File: src/rtl/crc_pkg.sv
// Shared types, constants and helpers for the CRC-16 receive chain.
package crc_pkg;

    localparam int unsigned DATA_W = 16;
    localparam int unsigned CRC_W  = 16;
    localparam int unsigned CW_W   = DATA_W + CRC_W;
    localparam int unsigned CNT_W  = 16;
    localparam int unsigned IDX_W  = 5;

    localparam logic [CRC_W-1:0] POLY = 16'h1021;

    // SYND_TABLE[i] = x^i mod g, the syndrome left by a lone error in bit i.
    typedef logic [CW_W-1:0][CRC_W-1:0] synd_table_t;

    function automatic synd_table_t build_synd_table();
        synd_table_t      t;
        logic [CRC_W-1:0] v;
        v = CRC_W'(1);
        for (int i = 0; i < int'(CW_W); i++) begin
            t[i] = v;
            v    = {v[CRC_W-2:0], 1'b0} ^ (v[CRC_W-1] ? POLY : '0);
        end
        return t;
    endfunction

    localparam synd_table_t SYND_TABLE = build_synd_table();

    typedef enum logic {
        IDLE  = 1'b0,
        INMSG = 1'b1
    } msg_state_t;

    typedef struct packed {
        logic er_free;
        logic corrected;
        logic uncorrectable;
    } rx_status_t;

    // Counter increment that sticks at all-ones.
    function automatic logic [CNT_W-1:0] sat_inc(input logic [CNT_W-1:0] v);
        return (v == {CNT_W{1'b1}}) ? v : v + CNT_W'(1);
    endfunction

endpackage

File: src/rtl/crc_receiver_if.sv
// Bus between the error injector / top level and the CRC receiver.
interface topInterface;
    import crc_pkg::*;

    logic [CW_W-1:0]   erCW;
    logic              CWValid;
    logic              endMsgIn;
    logic              clrStats;
    logic [DATA_W-1:0] dOut;
    logic              dOutValid;
    logic              erFree;
    logic              corrected;
    logic              uncorrectable;
    logic              endMsgOut;
    logic              msgErrFree;
    logic [CNT_W-1:0]  wordCount;
    logic [CNT_W-1:0]  corrCount;
    logic [CNT_W-1:0]  uncorrCount;

    modport master (
        output erCW, CWValid, endMsgIn, clrStats,
        input  dOut, dOutValid, erFree, corrected, uncorrectable,
               endMsgOut, msgErrFree, wordCount, corrCount, uncorrCount
    );

    modport receiver (
        input  erCW, CWValid, endMsgIn, clrStats,
        output dOut, dOutValid, erFree, corrected, uncorrectable,
               endMsgOut, msgErrFree, wordCount, corrCount, uncorrCount
    );

endinterface

File: src/rtl/crc_syndrome.sv
// Combinational CRC-16 syndrome: remainder of the 32-bit codeword mod POLY.
module crc_syndrome
    import crc_pkg::*;
(
    input  logic [CW_W-1:0]  i_cw,
    output logic [CRC_W-1:0] o_synd
);

    // Bit-serial polynomial long division, MSB first, unrolled.
    always_comb begin
        o_synd = '0;
        for (int i = int'(CW_W) - 1; i >= 0; i--) begin
            o_synd = {o_synd[CRC_W-2:0], i_cw[i]} ^ (o_synd[CRC_W-1] ? POLY : '0);
        end
    end

endmodule

File: src/rtl/crc_receiver.sv
// CRC-16 receiver: syndrome, single-bit correction, message tracking, stats.
module crc_receiver
    import crc_pkg::*;
(
    input  logic clk,
    input  logic rst,
    topInterface.receiver bus
);

    logic [CRC_W-1:0]  w_synd;
    logic              r_s1_valid;
    logic              r_s1_end;
    logic [DATA_W-1:0] r_s1_data;
    logic [CRC_W-1:0]  r_s1_synd;

    logic              w_hit;
    logic [IDX_W-1:0]  w_idx;
    logic [DATA_W-1:0] w_flip;
    rx_status_t        w_status;

    msg_state_t        r_state;
    msg_state_t        w_state_nxt;
    logic              r_msg_bad;
    logic              w_msg_bad_nxt;
    logic              w_msg_err_free;

    logic [DATA_W-1:0] r_dout;
    logic              r_dout_valid;
    rx_status_t        r_status;
    logic              r_end_out;
    logic              r_msg_err_free;
    logic [CNT_W-1:0]  r_word_cnt;
    logic [CNT_W-1:0]  r_corr_cnt;
    logic [CNT_W-1:0]  r_uncorr_cnt;

    crc_syndrome u_synd (
        .i_cw   (bus.erCW),
        .o_synd (w_synd)
    );

    // Stage 1: capture data field, end marker and syndrome of each accepted word.
    always_ff @(posedge clk or posedge rst) begin
        if (rst) begin
            r_s1_valid <= 1'b0;
            r_s1_end   <= 1'b0;
            r_s1_data  <= '0;
            r_s1_synd  <= '0;
        end else begin
            r_s1_valid <= bus.CWValid;
            r_s1_end   <= bus.CWValid & bus.endMsgIn;
            if (bus.CWValid) begin
                r_s1_data <= bus.erCW[CW_W-1:CRC_W];
                r_s1_synd <= w_synd;
            end
        end
    end

    // Match the syndrome against every single-bit error pattern.
    always_comb begin
        w_hit = 1'b0;
        w_idx = '0;
        for (int i = 0; i < int'(CW_W); i++) begin
            if (!w_hit && (r_s1_synd == SYND_TABLE[i])) begin
                w_hit = 1'b1;
                w_idx = IDX_W'(i);
            end
        end
    end

    // Classify the word; CRC-field hits (idx < 16) leave data untouched.
    always_comb begin
        w_flip                 = '0;
        w_status.er_free       = 1'b0;
        w_status.corrected     = 1'b0;
        w_status.uncorrectable = 1'b0;
        if (r_s1_valid) begin
            if (r_s1_synd == '0) begin
                w_status.er_free = 1'b1;
            end else if (w_hit) begin
                w_status.corrected = 1'b1;
                if (w_idx[IDX_W-1]) begin
                    w_flip = DATA_W'(1) << w_idx[IDX_W-2:0];
                end
            end else begin
                w_status.uncorrectable = 1'b1;
            end
        end
    end

    // Message FSM state and sticky bad-message flag.
    always_ff @(posedge clk or posedge rst) begin
        if (rst) begin
            r_state   <= IDLE;
            r_msg_bad <= 1'b0;
        end else begin
            r_state   <= w_state_nxt;
            r_msg_bad <= w_msg_bad_nxt;
        end
    end

    // Message FSM next state, sticky flag update and end-of-message verdict.
    always_comb begin
        w_state_nxt    = r_state;
        w_msg_bad_nxt  = r_msg_bad;
        w_msg_err_free = 1'b0;
        if (r_s1_valid) begin
            case (r_state)
                IDLE:    if (!r_s1_end) w_state_nxt = INMSG;
                INMSG:   if (r_s1_end)  w_state_nxt = IDLE;
                default: w_state_nxt = IDLE;
            endcase
            if (r_s1_end) begin
                w_msg_bad_nxt  = 1'b0;
                w_msg_err_free = !(r_msg_bad | w_status.uncorrectable);
            end else begin
                w_msg_bad_nxt = r_msg_bad | w_status.uncorrectable;
            end
        end
    end

    // Stage 2: register corrected data and per-word status.
    always_ff @(posedge clk or posedge rst) begin
        if (rst) begin
            r_dout         <= '0;
            r_dout_valid   <= 1'b0;
            r_status       <= '0;
            r_end_out      <= 1'b0;
            r_msg_err_free <= 1'b0;
        end else begin
            r_dout_valid   <= r_s1_valid;
            r_status       <= w_status;
            r_end_out      <= r_s1_valid & r_s1_end;
            r_msg_err_free <= w_msg_err_free;
            if (r_s1_valid) begin
                r_dout <= r_s1_data ^ w_flip;
            end
        end
    end

    // Saturating statistics; clear wins over a same-cycle increment.
    always_ff @(posedge clk or posedge rst) begin
        if (rst) begin
            r_word_cnt   <= '0;
            r_corr_cnt   <= '0;
            r_uncorr_cnt <= '0;
        end else if (bus.clrStats) begin
            r_word_cnt   <= '0;
            r_corr_cnt   <= '0;
            r_uncorr_cnt <= '0;
        end else begin
            if (r_s1_valid)             r_word_cnt   <= sat_inc(r_word_cnt);
            if (w_status.corrected)     r_corr_cnt   <= sat_inc(r_corr_cnt);
            if (w_status.uncorrectable) r_uncorr_cnt <= sat_inc(r_uncorr_cnt);
        end
    end

    assign bus.dOut          = r_dout;
    assign bus.dOutValid     = r_dout_valid;
    assign bus.erFree        = r_status.er_free;
    assign bus.corrected     = r_status.corrected;
    assign bus.uncorrectable = r_status.uncorrectable;
    assign bus.endMsgOut     = r_end_out;
    assign bus.msgErrFree    = r_msg_err_free;
    assign bus.wordCount     = r_word_cnt;
    assign bus.corrCount     = r_corr_cnt;
    assign bus.uncorrCount   = r_uncorr_cnt;

endmodule

File: src/flat_wrapper.sv
// flat-port wrapper written by rule: the top's interface ports become plain ports
module crc_receiver_flat import crc_pkg::*;
  (clk, rst, bus_erCW, bus_CWValid, bus_endMsgIn, bus_clrStats, bus_dOut, bus_dOutValid, bus_erFree, bus_corrected, bus_uncorrectable, bus_endMsgOut, bus_msgErrFree, bus_wordCount, bus_corrCount, bus_uncorrCount);
  topInterface bus_i ();
  input  logic clk;
  input  logic rst;
  input wire logic [$bits(bus_i.erCW)-1:0] bus_erCW;
  input wire logic [$bits(bus_i.CWValid)-1:0] bus_CWValid;
  input wire logic [$bits(bus_i.endMsgIn)-1:0] bus_endMsgIn;
  input wire logic [$bits(bus_i.clrStats)-1:0] bus_clrStats;
  output wire logic [$bits(bus_i.dOut)-1:0] bus_dOut;
  output wire logic [$bits(bus_i.dOutValid)-1:0] bus_dOutValid;
  output wire logic [$bits(bus_i.erFree)-1:0] bus_erFree;
  output wire logic [$bits(bus_i.corrected)-1:0] bus_corrected;
  output wire logic [$bits(bus_i.uncorrectable)-1:0] bus_uncorrectable;
  output wire logic [$bits(bus_i.endMsgOut)-1:0] bus_endMsgOut;
  output wire logic [$bits(bus_i.msgErrFree)-1:0] bus_msgErrFree;
  output wire logic [$bits(bus_i.wordCount)-1:0] bus_wordCount;
  output wire logic [$bits(bus_i.corrCount)-1:0] bus_corrCount;
  output wire logic [$bits(bus_i.uncorrCount)-1:0] bus_uncorrCount;
  assign bus_i.erCW = bus_erCW;
  assign bus_i.CWValid = bus_CWValid;
  assign bus_i.endMsgIn = bus_endMsgIn;
  assign bus_i.clrStats = bus_clrStats;
  assign bus_dOut = bus_i.dOut;
  assign bus_dOutValid = bus_i.dOutValid;
  assign bus_erFree = bus_i.erFree;
  assign bus_corrected = bus_i.corrected;
  assign bus_uncorrectable = bus_i.uncorrectable;
  assign bus_endMsgOut = bus_i.endMsgOut;
  assign bus_msgErrFree = bus_i.msgErrFree;
  assign bus_wordCount = bus_i.wordCount;
  assign bus_corrCount = bus_i.corrCount;
  assign bus_uncorrCount = bus_i.uncorrCount;
  crc_receiver u_core (.clk(clk), .rst(rst), .bus(bus_i));
endmodule
File: config.mk
export PLATFORM = sky130hd
export DESIGN_NAME = crc_receiver_flat
export DESIGN_NICKNAME = d
export VERILOG_FILES = /design/src/rtl/crc_pkg.sv /design/src/rtl/crc_receiver_if.sv /design/src/rtl/crc_syndrome.sv /design/src/rtl/crc_receiver.sv /design/src/flat_wrapper.sv
export SDC_FILE = /design/constraint.sdc
export NUM_CORES = 1
export LEC_CHECK = 0
export CORE_MARGIN = 1
export CORE_UTILIZATION = 54
export CTS_BUF_LIST = sky130_fd_sc_hd__clkbuf_16
export DETAILED_ROUTE_END_ITERATION = 10
export GPL_TIMING_DRIVEN = 0
export HOLD_SLACK_MARGIN = 0.06
export MAX_ROUTING_LAYER = met4
export PLACE_DENSITY = 0.85
export SETUP_SLACK_MARGIN = 0.02
export SYNTH_ARGS = -nofsm -noshare
export SYNTH_HDL_FRONTEND = slang
export SYNTH_SLANG_ARGS = --single-unit
File: constraint.sdc
create_clock -name clk -period 4.73 [get_ports clk]
set_input_delay 0.946 -clock clk [delete_from_list [all_inputs] [get_ports clk]]
set_output_delay 0.946 -clock clk [all_outputs]
set_load 0.005 [all_outputs]
==> impl_metrics.py, run 1 <==
metrics = {
    "run_status": {
        "status": "finished with violations",
        "violations": "DRC",
    },
    "global_routing": {
        "grt_first_pass_wirelength_microns": 31100,
        "grt_usage_pct": 32.7,
        "grt_max_degree": 68,
        "overflow": 0,
        "antenna_found_initial": 0,
        "grt_pass1_vias": 6014,
    },
    "power_and_ir_drop": {
        "ir_drop_v": 0.000413,
        "leakage_nw": 3.03,
        "power_per_cell_area_nw_per_um2": 333,
        "swShare_pct": 36.4,
        "switchingPower_mw": 0.981,
        "finalPower_mw": 2.69,
        "p_comb_share_pct": 33.6,
        "seqPwrFrac_pct": 39.4,
        "pwr-share-clk_pct": 27.0,
        "intPower_mw": 1.71,
    },
    "critical_path": {
        "worstPathRequired_ns": 4.95,
        "crit_buf_inv": 3,
        "critical_path_class": "reg2reg",
        "path_delay_family": "simple AND/OR/NAND/NOR gates",
        "max_stage_delay_ns": 0.88,
        "cp_max_fo": 10,
        "crit_top_cell": "clkbuf_1",
        "worstSetupStartpointType": "register",
        "cp_cell_sequence": "clkbuf_1 > nor4_1 > nand3_1 > a2111oi_2 > nor3_1 > nand2_1 > o21bai_4 > buf_6 > clkbuf_1 > o31ai_1 > a21oi_1",
        "critPathArrivalTime_ns": 3.88,
        "slowest_stage": "nor4_1",
        "endpoint_kind": "register",
    },
    "sta": {
        "post-route-period-util_pct": 77.3,
        "worst_slack_ns": 1.07,
        "hold_violations": 0,
        "tightestPinTransition_ns": 1.24,
        "fin_hold_ws_ns": 0.378,
        "rsz0062_at_grt": "false",
        "maxSlewViolCount": 0,
        "fmax_mhz": 273,
        "finalSetupViolCount": 0,
        "fin_tns_setup_ns": 0,
        "skew_ns": 0.00859,
        "period_needed_ns": 3.66,
        "slew_headroom_pct": 16.0,
    },
    "cts": {
        "cts_resized": 0,
        "path_clk_slew_ns": 0.07,
        "cts_setup_buffers": 0,
        "htreeDepth": 3,
        "cts.path.max_buffers": 2,
        "clock_latency_ns": 0.36,
        "cts_sinks": 105,
        "numCtsBuffers": 9,
        "cts_root_buffer": "clkbuf_16",
        "cts-hold-fix-buffers": 0,
        "tritoncts": "done",
    },
    "floorplanning": {
        "io_pins": 107,
        "die_w_microns": 112,
        "start_util_pct": 56.3,
        "core_sq_um": 11600,
        "die_area_sq_um": 12500,
        "rows": 39,
        "fp.dieH_microns": 112,
    },
    "cells_and_area": {
        "nets": 867,
        "area_growth_pct": 23.9,
        "multiInputGateArea_sq_um": 3650,
        "final_area_sq_um": 8100,
        "seqCellArea_sq_um": 2630,
        "finalNonFillerCells": 975,
        "drive_gt1_share_pct": 9.74,
        "insertedDiodeCount": 0,
        "final_util_pct": 69.7,
        "nFillCells": 877,
    },
    "routing": {
        "drt-initial-drc-count": 640,
        "vias_per_cell": 6.25,
        "drtAntennaViolNets": 0,
        "drcViolationCount": 7,
        "wl_per_cell_microns": 20.0,
        "postRouteWirelength_microns": 19500,
        "dr_total_vias": 6096,
        "dr.pass1.iters": 9,
    },
    "synth": {
        "synth.ff_latch_count": 105,
        "yosys.cell_types.count": 63,
        "synthFlopType": "dfrtp_1",
        "synth_edf_count": 0,
        "synthArstFlopShare_pct": 100,
        "synth_seq_area_share_pct": 40.2,
        "synthCells": 709,
        "synthTopCellsByArea": "dfrtp_1, xnor2_1, mux2_2",
        "synth_area_per_cell_sq_um": 9.22,
        "syn_nets": 749,
        "synth_largest_area_cell": "dfrtp_1",
        "synth_warnings": 0,
        "synthesis.area_sq_um": 6540,
        "synth_top_area_share_pct": 40.2,
    },
    "placed_design": {
        "dp_hpwl_microns": 14800,
        "placed_cells": 959,
        "dp_slack_ns": 1.20,
        "place_area_sq_um": 7800,
        "port_buffers": 106,
        "place_congestion": 0.920,
    },
    "run": {
        "cap_violations": 0,
    },
    "min_path": {
        "hp-class": "reg2reg",
    },
}
-- synthesized netlist by cell type, types with 2 or more instances --
cell and n:
a211oi_1 3, a21oi_1 50, a22oi_1 2, a311oi_1 2, a31o_2 2, a31oi_1 9
and2_1 10, and3_1 10, and4_1 9, and4bb_2 2, buf_2 13, buf_4 3
clkbuf_1 27, dfrtp_1 105, ha_1 3, inv_1 14, mux2_2 25, mux2i_1 2
nand2_1 36, nand2b_1 4, nand3_1 30, nand3b_1 2, nand4_1 29, nand4b_1 2
nor2_1 63, nor2b_1 15, nor3_1 13, nor3b_1 2, nor4_1 10, nor4_2 2
nor4b_1 7, nor4bb_1 7, o2111a_1 2, o211ai_1 2, o21a_1 2, o21ai_0 32
o21ai_1 3, o31ai_1 16, or2_2 4, or3_1 21, or4_1 18, or4_4 2
xnor2_1 50, xor2_1 25
-- power groups by stage --
stage	clock network, mW	logic (mW)	registers (mW)
6_report	0.727	0.905	1.06
4_1_cts	0.736	0.887	1.06
5_1_grt	0.761	0.972	1.07
3_5_place_dp	0	0.883	1.08
3_3_place_gp	0	0.874	1.07
2_1_floorplan	0	0.610	1.06
-- placed cells by master, fill, tap and decap left out, drive strengths merged, types with 9 or more instances in the layout --
cell	synthesis	final
a21oi	51	51
a31oi	10	10
and2	10	10
and3	10	10
and4	9	9
buf	17	18
clkbuf	28	37
clkdlybuf4s50	0	106
dfrtp	105	105
inv	14	16
mux2	25	25
nand2	36	36
nand3	30	30
nand4	29	29
nor2	64	64
nor2b	15	15
nor3	13	13
nor4	13	13
o21ai	35	35
o31ai	16	16
or3	21	21
or4	20	20
xnor2	50	50
xor2	25	25
-- registers in the layout (all words and copies together), names as in the netlist, 16 cells and up --
register,cells
u_core.r_s1_synd,16
u_core.bus.uncorrCount,16
u_core.r_s1_data,16
u_core.bus.corrCount,16
u_core.bus.wordCount,16
u_core.bus.dOut,16
-- path summary, 6_finish.rpt --
path / startpoint / to / slack [ns] / cells after the start
min in group asynchronous: rst / u_core.bus.corrCount[4] / 0.99 / 2
max in group asynchronous: rst / u_core.r_s1_synd[3] / 3.06 / 3
max reg2reg: u_core.r_s1_synd[7] / u_core.bus.corrCount[3] / 1.07 / 11
min reg2reg: u_core.r_s1_valid / u_core.bus.dOutValid / 0.38 / 0
max: u_core.r_s1_synd[7] / u_core.bus.corrCount[3] / 1.07 / 11
min: u_core.r_s1_valid / u_core.bus.dOutValid / 0.38 / 0
-- logic make-up (layout without fill, tap and decap cells) --
group	Yosys count	in the layout	synth area share (%)
compound gates	135	135	13.1
xor+xnor	75	75	10.1
fa+ha+maj	3	3	0.574
buf+inv	59	182	3.94
flops	105	105	40.2
mux	27	27	4.61
simple gates	305	305	27.6
-- worst register-to-register path: stages, from the launching register on --
cell and delay, ns:
dfrtp_1 0.36, clkbuf_1 0.23, nor4_1 0.89, nand3_1 0.27, a2111oi_2 0.39, nor3_1 0.21, nand2_1 0.19, o21bai_4 0.15
buf_6 0.17, clkbuf_1 0.24, o31ai_1 0.33, a21oi_1 0.11
-- cell type report --
| type | instances | share of cell area, % |
|---|---|---|
| multi-input combinational | 545 | 45.1 |
| sequential | 105 | 32.5 |
| timing repair buffer | 107 | 13.4 |
| clock buffer | 9 | 2.78 |
| buffer | 45 | 2.53 |
| tap | 143 | 2.21 |
| clock inverter | 7 | 0.819 |
| inverter | 14 | 0.680 |
-- per-layer routing --
layer	global-route usage, %	wire (microns)	vias up
li1	-	-	2826
met1	41.4	8250	2938
met2	52.3	9450	286
met3	5.02	1140	46
met4	14.5	614	0
met5	-	0	-
(Power assumes the default switching activity.)
==> inputs of run 2 (changes only) <==
--- a/config.mk
+++ b/config.mk
@@ -6,13 +6,13 @@
 export NUM_CORES = 1
 export LEC_CHECK = 0
 export CORE_MARGIN = 1
-export CORE_UTILIZATION = 54
+export CORE_UTILIZATION = 49
 export CTS_BUF_LIST = sky130_fd_sc_hd__clkbuf_16
 export DETAILED_ROUTE_END_ITERATION = 10
 export GPL_TIMING_DRIVEN = 0
 export HOLD_SLACK_MARGIN = 0.06
 export MAX_ROUTING_LAYER = met4
-export PLACE_DENSITY = 0.85
+export PLACE_DENSITY = 0.81
 export SETUP_SLACK_MARGIN = 0.02
 export SYNTH_ARGS = -nofsm -noshare
 export SYNTH_HDL_FRONTEND = slang
==> constraint.sdc (replaced) <==
create_clock -name clk -period 3 [get_ports clk]
set_input_delay 0.6 -clock clk [delete_from_list [all_inputs] [get_ports clk]]
set_output_delay 0.6 -clock clk [all_outputs]
set_load 0.005 [all_outputs]
==> run 2 against run 1 <==
Net effect:
- the run now ends clean
- first-iteration DRC count rose by 12%
- hold slack got worse by 0.0030 ns
- routed wire length rose by 1.4%
- sequential power rose by 63%
- count of clock-buffer cells in the layout did not move
- utilization fell by 2.7 points
- total power rose by 69%
- flip-flop and latch count did not move
- worst setup slack got worse by 1.0 ns
- largest cell class unchanged
==> impl_metrics.py, run 2 (same netlist as run 1, synthesis figures left out) <==
metrics = {
    "run_status": {
        "status": "completed",
    },
    "sta": {
        "fin_hold_ws_ns": 0.375,
        "fmax_mhz": 342,
        "finalSetupViolCount": 0,
        "maxSlewViolCount": 0,
        "hold_violations": 0,
        "post-route-period-util_pct": 97.6,
        "tightestPinTransition_ns": 0.824,
        "skew_ns": 0.00786,
        "slew_headroom_pct": 44.9,
        "rsz0062_at_grt": "true",
        "period_needed_ns": 2.93,
    },
    "power_and_ir_drop": {
        "leakage_nw": 3.24,
        "power_per_cell_area_nw_per_um2": 529,
        "ir_drop_v": 0.000466,
    },
    "critical_path": {
        "critical_path_class": "reg2reg",
        "worstSetupStartpointType": "register",
        "r2r_slack_ns": 0.07,
        "reg2reg_to": "u_core.bus.dOut[9]",
        "critPathArrivalTime_ns": 3.14,
        "cp_max_fo": 10,
        "worstPathRequired_ns": 3.21,
        "reg2regPathDepth": 11,
        "endpoint_kind": "register",
        "rr_startpoint": "u_core.r_s1_synd[12]",
    },
    "floorplanning": {
        "start_util_pct": 51.0,
        "core_sq_um": 12800,
        "fp.dieH_microns": 117,
        "io_pins": 107,
        "die_w_microns": 117,
        "die_area_sq_um": 13800,
        "rows": 41,
    },
    "global_routing": {
        "grt_first_pass_wirelength_microns": 31600,
        "overflow": 0,
        "grt_max_degree": 39,
        "grt_usage_pct": 29.9,
        "grt_pass1_vias": 5981,
        "antenna_found_initial": 0,
    },
    "cells_and_area": {
        "nets": 881,
        "insertedDiodeCount": 0,
        "final_area_sq_um": 8600,
        "drive_gt1_share_pct": 17.3,
        "area_growth_pct": 31.6,
        "layout_common_cells": "clkdlybuf4s50_1, dfrtp_1, nor2_1",
        "nFillCells": 1006,
        "final_common_cell": "clkdlybuf4s50_1",
    },
    "placed_design": {
        "port_buffers": 106,
        "place_area_sq_um": 7860,
        "dp_hpwl_microns": 14800,
        "place_congestion": 0.900,
    },
    "run": {
        "cap_violations": 0,
    },
    "cts": {
        "path_clk_slew_ns": 0.07,
        "cts_root_buffer": "clkbuf_16",
        "numCtsBuffers": 9,
        "htreeDepth": 3,
        "cts.path.max_buffers": 2,
        "clock_latency_ns": 0.35,
        "cts_sinks": 105,
        "cts-hold-fix-buffers": 0,
        "tritoncts": "done",
    },
    "min_path": {
        "hp-class": "reg2reg",
        "whs_endpoint": "u_core.bus.dOutValid",
        "min-delay-start": "u_core.r_s1_valid",
        "hold_path_depth": 0,
    },
    "routing": {
        "drcViolationCount": 0,
        "postRouteWirelength_microns": 19700,
        "wl_per_cell_microns": 19.4,
        "drt-initial-drc-count": 714,
        "dr.pass1.iters": 5,
        "vias_per_cell": 6.11,
        "dr_total_vias": 6221,
        "drtAntennaViolNets": 0,
    },
}
==> run 2: repair_timing <==
action / CTS / global route
endpoints found under the hold margin: 0 / 0
pin swaps: 9 / 13
resized for setup: 27 / 59
setup endpoints to repair: 46 / 43
setup buffers: 7 / 7
==> run 2: final cells by class <==
cell class / instances / area, sq um / area share (%)
multi-input combinational: 545 / 3930 / 45.6
inverter: 14 / 56.3 / 0.655
tap: 172 / 215 / 2.50
sequential: 105 / 2640 / 30.6
clock inverter: 7 / 101 / 1.18
clock buffer: 9 / 225 / 2.62
timing repair buffer: 122 / 1210 / 14.0
buffer: 44 / 234 / 2.72
==> run 2: per-layer routing <==
metal	vias up	GRT usage, %	wire length (microns)
met2	278	47.6	9570
met5	-	-	0
met3	54	4.65	1050
li1	2861	-	-
met4	0	13.9	655
met1	3028	37.4	8440
==> run 2: worst max-delay path by stage <==
stage	cells after the start	end	start	slack, ns
2_1_floorplan	9	u_core.bus.corrCount[3]	u_core.r_s1_synd[8]	0.29
3_3_place_gp	9	u_core.bus.dOut[0]	u_core.r_s1_synd[3]	-0.46
3_5_place_dp	12	u_core.bus.uncorrCount[9]	u_core.r_s1_synd[13]	-0.46
4_1_cts	10	u_core.bus.uncorrCount[0]	u_core.r_s1_synd[10]	0.009
5_1_grt	10	u_core.bus.dOut[9]	u_core.r_s1_synd[15]	-0.02
6_report	11	u_core.bus.dOut[9]	u_core.r_s1_synd[12]	0.07
==> run 2: stage by stage <==
stage | total power [mW] | util, % | setup WS, ns | cells | setup TNS (ns)
finish | 4.55 | 67.0 | 0.0734 | 1018 | 0
global route | 4.75 | 67.0 | -0.0225 | 1018 | -0.0236
CTS | 4.47 | 65.2 | 0.00944 | 1011 | 0
detailed placement | 3.09 | 61.2 | -0.460 | 989 | -13.51
global placement | 3.06 | 60.9 | -0.458 | 987 | -16.10
floorplan | 2.63 | - | 0.286 | 709 | 0
==> run 2: where the power goes <==
part,internal [mW],switching [mW]
combinational,0.642,0.878
sequential,1.56,0.179
clock,0.742,0.551
==> run 2: worst max-delay path: stages, from the launching register on <==
cell	delay, ns
dfrtp_1	0.39
buf_4	0.22
nor4_4	0.07
buf_4	0.16
buf_4	0.14
nand4_1	0.12
a21oi_1	0.11
or4_1	0.59
or4_4	0.45
and4bb_2	0.33
xnor2_1	0.12
a21oi_1	0.09
